**config.mk**
```make
export PLATFORM = sky130hd
export DESIGN_NAME = icache
export DESIGN_NICKNAME = d
export VERILOG_FILES = /design/src/rtl/icache_pkg.sv /design/src/rtl/icache_frames.sv /design/src/rtl/icache.sv
export SDC_FILE = /design/constraint.sdc
export NUM_CORES = 1
export LEC_CHECK = 0
export ABC_AREA = 0
export CAP_MARGIN = 5
export CORE_UTILIZATION = 35
export DETAILED_ROUTE_END_ITERATION = 16
export DONT_BUFFER_PORTS = 1
export PLACE_DENSITY = 0.6
export SLEW_MARGIN = 20
export SYNTH_ARGS = -nofsm -noshare
export SYNTH_HDL_FRONTEND = slang
export SYNTH_SLANG_ARGS = --single-unit
```
**constraint.sdc**
```tcl
create_clock -name CLK -period 5.4 [get_ports CLK]
set_input_delay 0.54 -clock CLK [delete_from_list [all_inputs] [get_ports CLK]]
set_output_delay 0.54 -clock CLK [all_outputs]
set_load 0.01 [all_outputs]
```
**src/rtl/icache_pkg.sv**
```systemverilog
// Shared types and geometry for the direct-mapped instruction cache.
package icache_pkg;

  // Frame count (power of two, minimum 2) and the derived address-split widths.
  localparam int SETS   = 16;
  localparam int IIDX_W = $clog2(SETS);
  localparam int ITAG_W = 30 - IIDX_W;

  typedef enum logic [0:0] {
    IDLE  = 1'b0,
    FETCH = 1'b1
  } icache_state_t;

  typedef struct packed {
    logic              valid;
    logic [ITAG_W-1:0] tag;
    logic [31:0]       data;
  } icache_frame_t;

  // Set index of a byte address (word offset bits dropped).
  function automatic logic [IIDX_W-1:0] addr_index(input logic [31:0] addr);
    return addr[1+IIDX_W:2];
  endfunction

  // Tag of a byte address: everything above the index.
  function automatic logic [ITAG_W-1:0] addr_tag(input logic [31:0] addr);
    return addr[31:2+IIDX_W];
  endfunction

endpackage

```
**src/rtl/icache_frames.sv**
```systemverilog
// Frame store: SETS entries of {valid, tag, data}. Combinational read port,
// synchronous write port, valid bits cleared by the synchronous reset.
module icache_frames
  import icache_pkg::*;
(
  input  logic              CLK,
  input  logic              nRST,
  input  logic [IIDX_W-1:0] rindex_i,
  output icache_frame_t     rframe_o,
  input  logic              wen_i,
  input  logic [IIDX_W-1:0] windex_i,
  input  icache_frame_t     wframe_i
);

  logic [SETS-1:0]   valid_q;
  logic [ITAG_W-1:0] tag_q  [SETS];
  logic [31:0]       data_q [SETS];

  // Valid bits: cleared on reset; reset wins over a same-edge refill.
  always_ff @(posedge CLK) begin
    if (!nRST) begin
      valid_q <= '0;
    end else if (wen_i) begin
      valid_q[windex_i] <= wframe_i.valid;
    end
  end

  // Tag and data payload: written on refill only, never reset.
  always_ff @(posedge CLK) begin
    if (wen_i && nRST) begin
      tag_q[windex_i]  <= wframe_i.tag;
      data_q[windex_i] <= wframe_i.data;
    end
  end

  // Combinational read of the indexed frame.
  always_comb begin
    rframe_o.valid = valid_q[rindex_i];
    rframe_o.tag   = tag_q[rindex_i];
    rframe_o.data  = data_q[rindex_i];
  end

endmodule

```
**src/rtl/icache.sv**
```systemverilog
// Direct-mapped, blocking, one-word-per-block instruction cache.
// Hits return in the request cycle; a miss latches its word address and
// refills from memory before any further lookup is performed.
module icache
  import icache_pkg::*;
(
  input  logic        CLK,
  input  logic        nRST,
  input  logic        imemREN,
  input  logic [31:0] imemaddr,
  output logic        ihit,
  output logic [31:0] imemload,
  output logic        iREN,
  output logic [31:0] iaddr,
  input  logic        iwait,
  input  logic [31:0] iload
);

  icache_state_t state_q, state_d;
  logic [31:0]   missaddr_q, missaddr_d;
  icache_frame_t rframe_s;
  icache_frame_t wframe_s;
  logic          wen_s;
  logic          hit_s;
  logic          unused_offset_s;

  // Byte offset within the word plays no role in a word-granular cache.
  assign unused_offset_s = ^imemaddr[1:0];

  icache_frames u_frames (
    .CLK      (CLK),
    .nRST     (nRST),
    .rindex_i (addr_index(imemaddr)),
    .rframe_o (rframe_s),
    .wen_i    (wen_s),
    .windex_i (addr_index(missaddr_q)),
    .wframe_i (wframe_s)
  );

  // Lookup compare against the frame selected by the current fetch address.
  assign hit_s = imemREN & rframe_s.valid & (rframe_s.tag == addr_tag(imemaddr));

  // Refill always writes the latched miss address, regardless of what the
  // datapath is presenting now.
  assign wframe_s = '{valid: 1'b1, tag: addr_tag(missaddr_q), data: iload};

  // State and miss-address registers.
  always_ff @(posedge CLK) begin
    if (!nRST) begin
      state_q    <= IDLE;
      missaddr_q <= 32'h0000_0000;
    end else begin
      state_q    <= state_d;
      missaddr_q <= missaddr_d;
    end
  end

  // Next-state logic and output muxing.
  always_comb begin
    state_d    = state_q;
    missaddr_d = missaddr_q;
    ihit       = 1'b0;
    imemload   = 32'h0000_0000;
    iREN       = 1'b0;
    iaddr      = 32'h0000_0000;
    wen_s      = 1'b0;
    case (state_q)
      IDLE: begin
        if (hit_s) begin
          ihit     = 1'b1;
          imemload = rframe_s.data;
        end else if (imemREN) begin
          state_d    = FETCH;
          missaddr_d = {imemaddr[31:2], 2'b00};
        end else begin
          state_d = IDLE;
        end
      end
      FETCH: begin
        iREN  = 1'b1;
        iaddr = missaddr_q;
        if (!iwait) begin
          wen_s   = 1'b1;
          state_d = IDLE;
        end else begin
          state_d = FETCH;
        end
      end
      default: begin
        state_d = IDLE;
      end
    endcase
  end

endmodule
```
==> results.md, run 1 <==
* Status: complete, no violations
* Starting Density at around 35%
* Pre-CTS setup slack at around 1100 ps
* Clock insertion delay at the later pin of the skew report at 650 ps
* Die Span X at roughly 330 um
* DP HPWL at 45800 um
* Cell area after synthesis at about 0.039 sq mm
* PD cells at 354 mW/mm^2
* Post-synth top area share at 72.2%
* # hold bufs at CTS at 34
* Yosys reg bits at around 980
* Leak at around 14 nW
* Cell taking the most area after synthesis: edfxtp_1
* CP Capture Type: output pin
* Primary FF master, synth: edfxtp_1
* Vias in the first global route at ~19000
* Setup Fix Bufs, Post-CTS at 0
* First-pass GRT wire length at between 100000 and 150000 um
* Pins Over Slew Limit at 0
* Ratio of cells with drive above 1 in the final layout at a little under a quarter
* CTS root buf: clkbuf_16
* Max Cap Violations at 0
* Initial antenna violation count at 2
* Finish-stage setup viols at 0
* Final hold vios at 0
* Clock sink count at ~980
* Detail Route Antenna Nets at 0
* Critical path startpoint: imemaddr[2]
* Syn Inst Count at between 1500 and 2000
* GRT overflow at 0
* RSZ-0062 raised after global routing: no
* Yosys cell types at 60
* CP arrival at a little under 4000 ps
* Largest net degree at the start of global routing at ~240
* Worst min-delay path class: in2reg
* Final-layout fill cell count at approximately 9600
* RePlAce Congestion at between 0.7 and 0.8
* Max VDD drop at about 0.00025 V
* Rel. slew slack at a little under a third
* Reg clk slew, reported paths at approximately 60 ps
* Core Region at roughly 0.11 sq mm
* Synth warnings at 0
* Crit share post-route at between 80% and 90%
* Die height at about 330 um
* Async SR Flop Fraction at 0%
* Setup ws final at 923 ps
* Synth Area per Inst at 21.2 sq um
* Final nets at just under 2000
* Post-synthesis sequential area ratio at ~75%
* TritonCTS buffer count at 93
* Total GRT Usage at about 16%
* Post-synth EDFFs at between 900 and 1000
* Worst Tran Pin Value at approximately 1000 ps
* Max Freq at around 0.22 GHz
* HP Start: nRST
* Worst Clk Skew at around 21 ps
* Vias at about 18000
* Wirelength, routed at roughly 90000 um
* Die area at around 0.11 sq mm
* Hold slack at about 97 ps
* Setup_tns at 0 ps
* IO Port Bufs at 0
* Dominant cells by area after synthesis: edfxtp_1 (72%), mux4_2 (14%), dfxtp_1 (2.4%)
* Top-count cell post-synth: edfxtp_1
* RR Startpoint: u_frames.tag_q[2][13]
* Startpoint Class: primary input
* Placed cell area at 0.0403 sq mm
* Worst EP required at about 4900 ps
* Number of top-level pins at ~130
* H-tree levels at 3
* DRC Markers at 0
* Starting DRT DRC Count at 1712
* Fin util at roughly 40%
* DR WL/cell at 26.3 um
* Finished Cell Area at roughly 0.044 sq mm
* Crit Path Class: in2out
* Rows at about 120
* TritonCTS clock tree: done
* DR pass1 iterations at 5
* Area Growth Syn to Fin at 13.2%
* Final min period at between 4000 and 5000 ps
* Vias/cell at approximately 5.4
* Max Root-Sink Buffers at 3
* Post-CTS resize count at 0
* Crit Path Max Fanout at 192
* Commonest cells post-synth: edfxtp_1 (928), mux4_2 (247), mux2i_1 (65)
## worst paths after layout
| kind | to | slack (ps) | depth (start not counted) |
|---|---|---|---|
| worst max register to register | missaddr_q[27] | 1960 | 9 |
| worst min register to register | u_frames.valid_q[6] | 450 | 1 |
| worst min-delay path | missaddr_q[20] | 100 | 2 |
| worst max-delay path | imemload[3] | 920 | 10 |
## sequential cells by signal (all words and copies together), names as in the netlist
signal and cells:
missaddr_q 30, state_q 1, u_frames.data_q 512, u_frames.tag_q 416
u_frames.valid_q 16
## per-layer routing
metal,wire (um),GRT usage (%),part of all wire (%)
met1,40400,23.4,45
met2,42100,25.0,47
met3,6050,2.95,6.7
met4,1620,3.81,1.8
met5,13,0,0.014
## stage by stage
step                      cells  power, W
after floorplan            1822   0.00911
after global placement     3228   0.00915
after detailed placement   3229   0.00917
after CTS                  3430    0.0156
after global routing       3431    0.0159
final                      3435    0.0155
## area by class of cell
class / instances / area (sq um) / share of cell area [%]
diodes: 4 / 10.0 / 0.0229
clock buffers: 118 / 2550 / 5.83
clock inverters: 49 / 445 / 1.02
inverters: 5 / 20.0 / 0.0458
multi-input cells: 732 / 9230 / 21.1
flip-flops and latches: 975 / 28800 / 65.9
well taps: 1476 / 1850 / 4.23
repair buffers: 76 / 776 / 1.78
## layout by cell type (no fill, tap or decap), types with 3 or more instances in the layout
master and count:
o21ai_0 35, clkinv_2 19, nand2b_1 3, nor2b_1 33
buf_4 32, a21o_1 16, and2b_1 3, clkinv_1 18
nand2_1 40, mux4_1 12, clkbuf_16 98, a21oi_1 32
nand3_1 3, a22oi_1 9, o311ai_1 30, dfxtp_1 47
nor2_4 12, diode_2 4, xnor2_1 30, mux4_2 247
o22ai_1 5, nand4_1 3, buf_12 9, nor3_4 4
and2_1 34, xor2_1 11, and3_1 31, nand3b_1 3
dlygate4sd3_1 34, inv_1 3, clkbuf_1 18, mux2i_1 65
bufinv_16 7, edfxtp_1 928, nor2_1 38
## kinds of logic (layout without fill, tap and decap cells)
group | Yosys count | after routing | share of synthesized area (%)
AO/OA/AOI/OAI | 139 | 139 | 2.45
XOR/XNOR | 41 | 41 | 0.931
buffers and inverters | 115 | 248 | 1.82
flip-flops | 975 | 975 | 74.7
multiplexers | 325 | 325 | 16.9
other | 1 | 6 | 0.00972
AND/OR/NAND/NOR | 225 | 225 | 3.19
## report_power, final
part	internal [W]	switching, W	total, W
sequential	0.00838	0.000121	0.00850
combinational	0.000310	0.000271	0.000581
clock	0.00367	0.00273	0.00640
total	0.0124	0.00312	0.0155
## worst max-delay path: stages
cell	delay [ps]
inv_2	640
mux2i_1	250
mux2i_1	100
xor2_1	200
or4_1	510
nor4_2	560
nand4bb_4	140
buf_4	290
nor2b_1	210
buf_4	140
Note: power is estimated with default switching activity, not from simulation.
==> run 2, diff against run 1 <==
Settings changed: PLACE_DENSITY 0.6 to 0.58.
Clock period 5.4 ns to 4.5 ns, I/O delays scaled along.
==> results.md, run 2 (synthesis gave the netlist of run 1 again) <==
* Detail Route Antenna Nets at 0 (unchanged)
* Met1 Usage GRT at 23.7% (was 23.4%)
* Largest net degree at the start of global routing at 238 (unchanged)
* Starting Density at 35.4% (unchanged)
* Finished Cell Area at 0.0440 sq mm (was 0.0437 sq mm)
* Status: complete, no violations (unchanged)
* DP HPWL at 46000 um (was 45800 um)
* Most Used Layer, Global Route: met2 (unchanged)
* Placed Instances at 3254 (was 3229)
* RSZ-0062 raised after global routing: no (unchanged)
* Setup Fix Bufs, Post-CTS at 0 (unchanged)
* Max VDD drop at 0.000272 V (was 0.000251 V)
* Crit share post-route at between 90% and 100%
* Crit Path Max Fanout at 33 (was 192)
* Area Growth Syn to Fin at 14.1% (was 13.2%)
* Vias in the first global route at 19200 (about the same)
* Regs by FF count: u_frames.data_q x512, u_frames.tag_q x416, missaddr_q x30 (unchanged)
* Initial antenna violation count at 2 (unchanged)
* Finish-stage setup viols at 0 (unchanged)
* RePlAce Congestion at 0.774 (was 0.784)
* Top reg by flops: u_frames.data_q (unchanged)
* Ant diodes at 0 (was 4)
* CP Capture Type: output pin (unchanged)
* Worst EP required at 4050 ps (was 4860 ps)
* Die height at 334 um (unchanged)
* CP arrival at 3820 ps (was 3940 ps)
* Die Span X at 334 um (unchanged)
* DR pass1 iterations at 5 (unchanged)
* Total GRT Usage at 16.4% (was 16.1%)
* Clock insertion delay at the later pin of the skew report at 660 ps (was 650 ps)
* Die area at 0.112 sq mm (unchanged)
* CTS root buf: clkbuf_16 (unchanged)
* Final-layout fill cell count at 9546 (was 9578)
* Met3 GRT Util at 3.25% (was 2.95%)
* Crit Path Class: reg2out (was in2out)
* Worst Clk Skew at 17.5 ps (was 21.4 ps)
* Max reg flops at 512 (unchanged)
* Most frequent cells in the layout: edfxtp_1 (928), mux4_2 (247), clkbuf_16 (100), mux2i_1 (65), buf_4 (53) (was edfxtp_1 (928), mux4_2 (247), clkbuf_16 (98), mux2i_1 (65), dfxtp_1 (47))
* DR WL/cell at 26.5 um (was 26.3 um)
* Reg clk slew, reported paths at 60 ps (about the same)
* Core Region at 0.109 sq mm (unchanged)
* GRT overflow at 0 (unchanged)
* IO Port Bufs at 0 (unchanged)
* Startpoint Class: flop (was primary input)
* DRC Markers at 0 (unchanged)
* Pins Over Slew Limit at 0 (unchanged)
* Rows at 121 (unchanged)
* Wirelength, routed at 91800 um (was 90200 um)
* Setup_tns at 0 ps (unchanged)
* Max Root-Sink Buffers at 3 (unchanged)
* Ratio of cells with drive above 1 in the final layout at 24.4% (was 23.0%)
* Starting DRT DRC Count at 2118 (was 1712)
* Final min period at between 4000 and 5000 ps
* H-tree levels at 3 (unchanged)
* Vias at 18600 (was 18500)
* Worst Tran Pin Value at 1060 ps (was 1020 ps)
* TritonCTS clock tree: done (unchanged)
* Most frequent standard cell in the layout excluding fill and tap cells: edfxtp_1 (unchanged)
* Final nets at 1978 (was 1951)
* Rel. slew slack at 28.9% (was 31.7%)
* Vias/cell at 5.36 (was 5.37)
* PD cells at 428 mW/mm^2 (was 354 mW/mm^2)
* Number of top-level pins at 134 (unchanged)
* Grt met2 use at 25.6% (was 25.0%)
* First-pass GRT wire length at 133000 um (was 131000 um)
* Placed cell area at 0.0406 sq mm (was 0.0403 sq mm)
* Filler-free cell count of the finished design at 3465 (was 3435)
* Max Cap Violations at 0 (unchanged)
* Leak at 14.1 nW (was 13.9 nW)
* Final hold vios at 0 (unchanged)
* TritonCTS buffer count at 97 (was 93)
* Clock sink count at 975 (unchanged)
* Worst min-delay path class: in2reg (unchanged)
* Max Freq at between 0.2 and 0.25 GHz
-- run 2: cell count changes in the layout (fill, tap and decap cells not counted), sizes merged --
cell,change
buf,+25
clkbuf,+8
clkinv,-4
diode,-4
inv,+4
clkinvlp,+3
dlygate4sd3,-2
-- run 2: cell type report --
type                       instances  area [sq um]  area share, %
clock buffer                     126          2650           6.02
multi-input combinational        732          9230           21.0
timing repair buffer              99           998           2.27
sequential                       975         28800           65.4
tap                             1476          1850           4.19
clock inverter                    52           490           1.11
inverter                           5          20.0         0.0455
-- run 2: through the flow --
stage	hold WS, ps	worst slack, ps	power [W]	util, %
6_report	95.4	232	0.0189	40.3
5_1_grt	89.1	22.0	0.0194	40.3
4_1_cts	56.5	135	0.0190	40.3
3_5_place_dp	435	549	0.0110	37.2
3_3_place_gp	427	619	0.0110	37.2
2_1_floorplan	421	546	0.0109	-
-- run 2: power breakdown --
group | switching (W) | internal (W) | total [W]
sequential | 0.000149 | 0.0101 | 0.0102
clock | 0.00338 | 0.00457 | 0.00795
combinational | 0.000324 | 0.000371 | 0.000696
total | 0.00385 | 0.0150 | 0.0189
-- run 2: final timing paths --
| path | slack, ps | endpoint | cells after the start | startpoint |
|---|---|---|---|---|
| max | 230 | imemload[23] | 10 | u_frames.tag_q[7][15] |
| min | 100 | state_q | 3 | iwait |
| max reg2reg | 1210 | state_q | 8 | u_frames.tag_q[15][20] |
| min reg2reg | 450 | u_frames.valid_q[6] | 1 | u_frames.valid_q[6] |
-- run 2: per-layer routing --
metal	wire length, um	share of wire, %
met5	0	0
met4	1720	1.9
met3	6120	6.7
met2	43000	47
met1	41000	45
-- run 2: what timing repair did --
| action | in CTS | in global routing |
|---|---|---|
| hold buffers | 33 | 0 |
| gates resized for setup | 0 | 0 |
| endpoints found under the hold margin | 559 | 0 |
-- run 2: worst max-delay path, cell delays in order, from the launching register on --
cell and delay, ps:
edfxtp_1 380, mux4_2 480, mux2i_1 190, mux2i_1 120, xor2_1 160, or4_1 520, nor4_2 480, nand4bb_4 130
buf_4 280, nor2b_1 210, buf_4 140
==> run 3, diff against run 2 <==
Settings changed: RECOVER_POWER set to 50.
==> results.md, run 3 (synthesis gave the netlist of run 1 again) <==
* Failing checks: max-capacitance violations, max-slew violations
* Detail Route Antenna Nets at 0 (unchanged)
* Max VDD drop at 0.000271 V (was 0.000272 V)
* Rows at 121 (unchanged)
* Setup ws final at 243 ps (was 232 ps)
* CTS root buf: clkbuf_16 (unchanged)
* Leak at 14.0 nW (was 14.1 nW)
* H-tree levels at 3 (unchanged)
* Most frequent cells in the layout: edfxtp_1 (928), mux4_2 (247), clkbuf_16 (100), mux2i_1 (65), buf_4 (50) (was edfxtp_1 (928), mux4_2 (247), clkbuf_16 (100), mux2i_1 (65), buf_4 (53))
* Max Freq at 0.235 GHz (was 0.234 GHz)
* Pins Over Slew Limit at 328 (was 0)
* DR pass1 iterations at 5 (unchanged)
* CP arrival at 3810 ps (was 3820 ps)
* DRC Markers at 0 (unchanged)
* RR Startpoint: state_q (was u_frames.tag_q[15][20])
* Max Root-Sink Buffers at 3 (unchanged)
* RePlAce Congestion at 0.774 (unchanged)
* Initial antenna violation count at 2 (unchanged)
* Crit Path Max Fanout at 33 (unchanged)
* Vias at 18600 (about the same)
* TritonCTS buffer count at 97 (unchanged)
* Die Span X at 334 um (unchanged)
* DP HPWL at 46000 um (unchanged)
* Crit share post-route at 94.6% (was 94.8%)
* # hold bufs at CTS at 33 (unchanged)
* Number of top-level pins at 134 (unchanged)
* Setup Fix Bufs, Post-CTS at 0 (unchanged)
* Critical path startpoint: u_frames.tag_q[7][15] (unchanged)
* TritonCTS clock tree: done (unchanged)
* Total GRT Usage at 16.4% (unchanged)
* Finish-stage setup viols at 0 (unchanged)
* CP Capture Type: output pin (unchanged)
* Max Cap Violations at 8 (was 0)
* Most frequent standard cell in the layout excluding fill and tap cells: edfxtp_1 (unchanged)
* PD cells at 429 mW/mm^2 (was 428 mW/mm^2)
* Final-layout fill cell count at 9561 (was 9546)
* Cell Chain, Critical Path: mux4_2 > mux2i_1 > mux2i_1 > xor2_1 > or4_1 > nor4_2 > nand4bb_4 > buf_4 > nor2b_1 > buf_4 (unchanged)
* Vias in the first global route at 19200 (unchanged)
* Clock insertion delay at the later pin of the skew report at 660 ps (about the same)
* Final hold vios at 0 (unchanged)
* Setup_tns at 0 ps (unchanged)
* Placed Instances at 3254 (unchanged)
* IO Port Bufs at 0 (unchanged)
* Worst min-delay path class: in2reg (unchanged)
* Worst Clk Skew at 17.5 ps (about the same)
* Reg clk slew, reported paths at 60 ps (about the same)
* Regs by FF count: u_frames.data_q x512, u_frames.tag_q x416, missaddr_q x30 (unchanged)
* Filler-free cell count of the finished design at 3466 (was 3465)
* DR WL/cell at 26.5 um (about the same)
* Area Growth Syn to Fin at 13.8% (was 14.1%)
* Largest net degree at the start of global routing at 238 (unchanged)
* Clock sink count at 975 (unchanged)
* Starting DRT DRC Count at 2090 (was 2118)
* Starting Density at 35.4% (unchanged)
* Final min period at 4260 ps (was 4270 ps)
* Crit Path Class: reg2out (unchanged)
* Wirelength, routed at 91700 um (was 91800 um)
* Max incr delay on CP at 520 ps (about the same)
* Rel. slew slack at -81.3% (was 28.9%)
* Die area at 0.112 sq mm (unchanged)
* Final nets at 1978 (unchanged)
* Startpoint Class: flop (unchanged)
* Slowest cell on the critical path: or4_1 (unchanged)
* HP Start: iwait (unchanged)
* Flop2flop setup slack at 960 ps (was 1210 ps)
* Worst EP required at 4050 ps (about the same)
* Status: finished with violations (was complete, no violations)
* Worst Tran Pin Value at 2720 ps (was 1060 ps)
* Die height at 334 um (unchanged)
* Max reg flops at 512 (unchanged)
* First-pass GRT wire length at 133000 um (unchanged)
* Vias/cell at 5.37 (was 5.36)
* Core Region at 0.109 sq mm (unchanged)
* Pre-CTS setup slack at 549 ps (unchanged)
* Ratio of cells with drive above 1 in the final layout at 24.0% (was 24.4%)
* RSZ-0062 raised after global routing: no (unchanged)
* Top reg by flops: u_frames.data_q (unchanged)
* Post-CTS resize count at 0 (unchanged)
* GRT overflow at 0 (unchanged)
* Fin util at 40.2% (was 40.3%)
## run 3: cell count changes in the layout (fill, tap and decap cells not counted)
cell      previous run  this run
nor2_1              38        41
nor3_1               2         3
nor3_4               4         3
clkbuf_1            21        24
buf_12              14         9
nor2_4              12         9
buf_4               53        50
diode_2              0         1
clkbuf_2             0         5
## run 3: where the power goes
part / switching (W) / internal [W]
combinational: 0.000322 / 0.000369
clock: 0.00338 / 0.00457
sequential: 0.000148 / 0.0101
## run 3: per-stage QoR
stage | hold slack (ps) | total power (W) | instance area, sq um
final | 97.5 | 0.0188 | 43900
after global routing | 89.1 | 0.0194 | 43900
after global placement | 427 | 0.0110 | 40600
after detailed placement | 435 | 0.0110 | 40600
after floorplan | 421 | 0.0109 | 38600
after CTS | 56.5 | 0.0190 | 44000
## run 3: worst max-delay path, delay by kind of cell (launching register included)
| family | cells | cell delay [ps] |
|---|---|---|
| and+or+nand+nor | 4 | 1330 |
| muxes | 3 | 790 |
| buffers and inverters | 2 | 430 |
| xor gates and xnor gates | 1 | 160 |
| DFF | 1 | 370 |
## run 3: layout make-up
class	count	area [sq um]	share of cell area [%]
diodes	1	2.50	0.00570
clock buffers	126	2650	6.03
clock inverters	52	490	1.12
inverters	5	20.0	0.0456
multi-input cells	732	9190	20.9
flip-flops and latches	975	28800	65.6
well taps	1476	1850	4.20
repair buffers	99	912	2.08
## run 3: metal layers
metal | global-route usage, % | part of all wire, % | wire length (um)
met1 | 23.7 | 44 | 40600
met2 | 25.6 | 47 | 42900
met3 | 3.25 | 7.0 | 6390
met4 | 3.88 | 1.9 | 1720
met5 | 0 | 0 | 0
## run 3: final timing paths
check / to / cells after the start
max reg2reg: u_frames.data_q[4][14] / 5
max: imemload[0] / 10
min reg2reg: u_frames.valid_q[6] / 1
min: state_q / 3
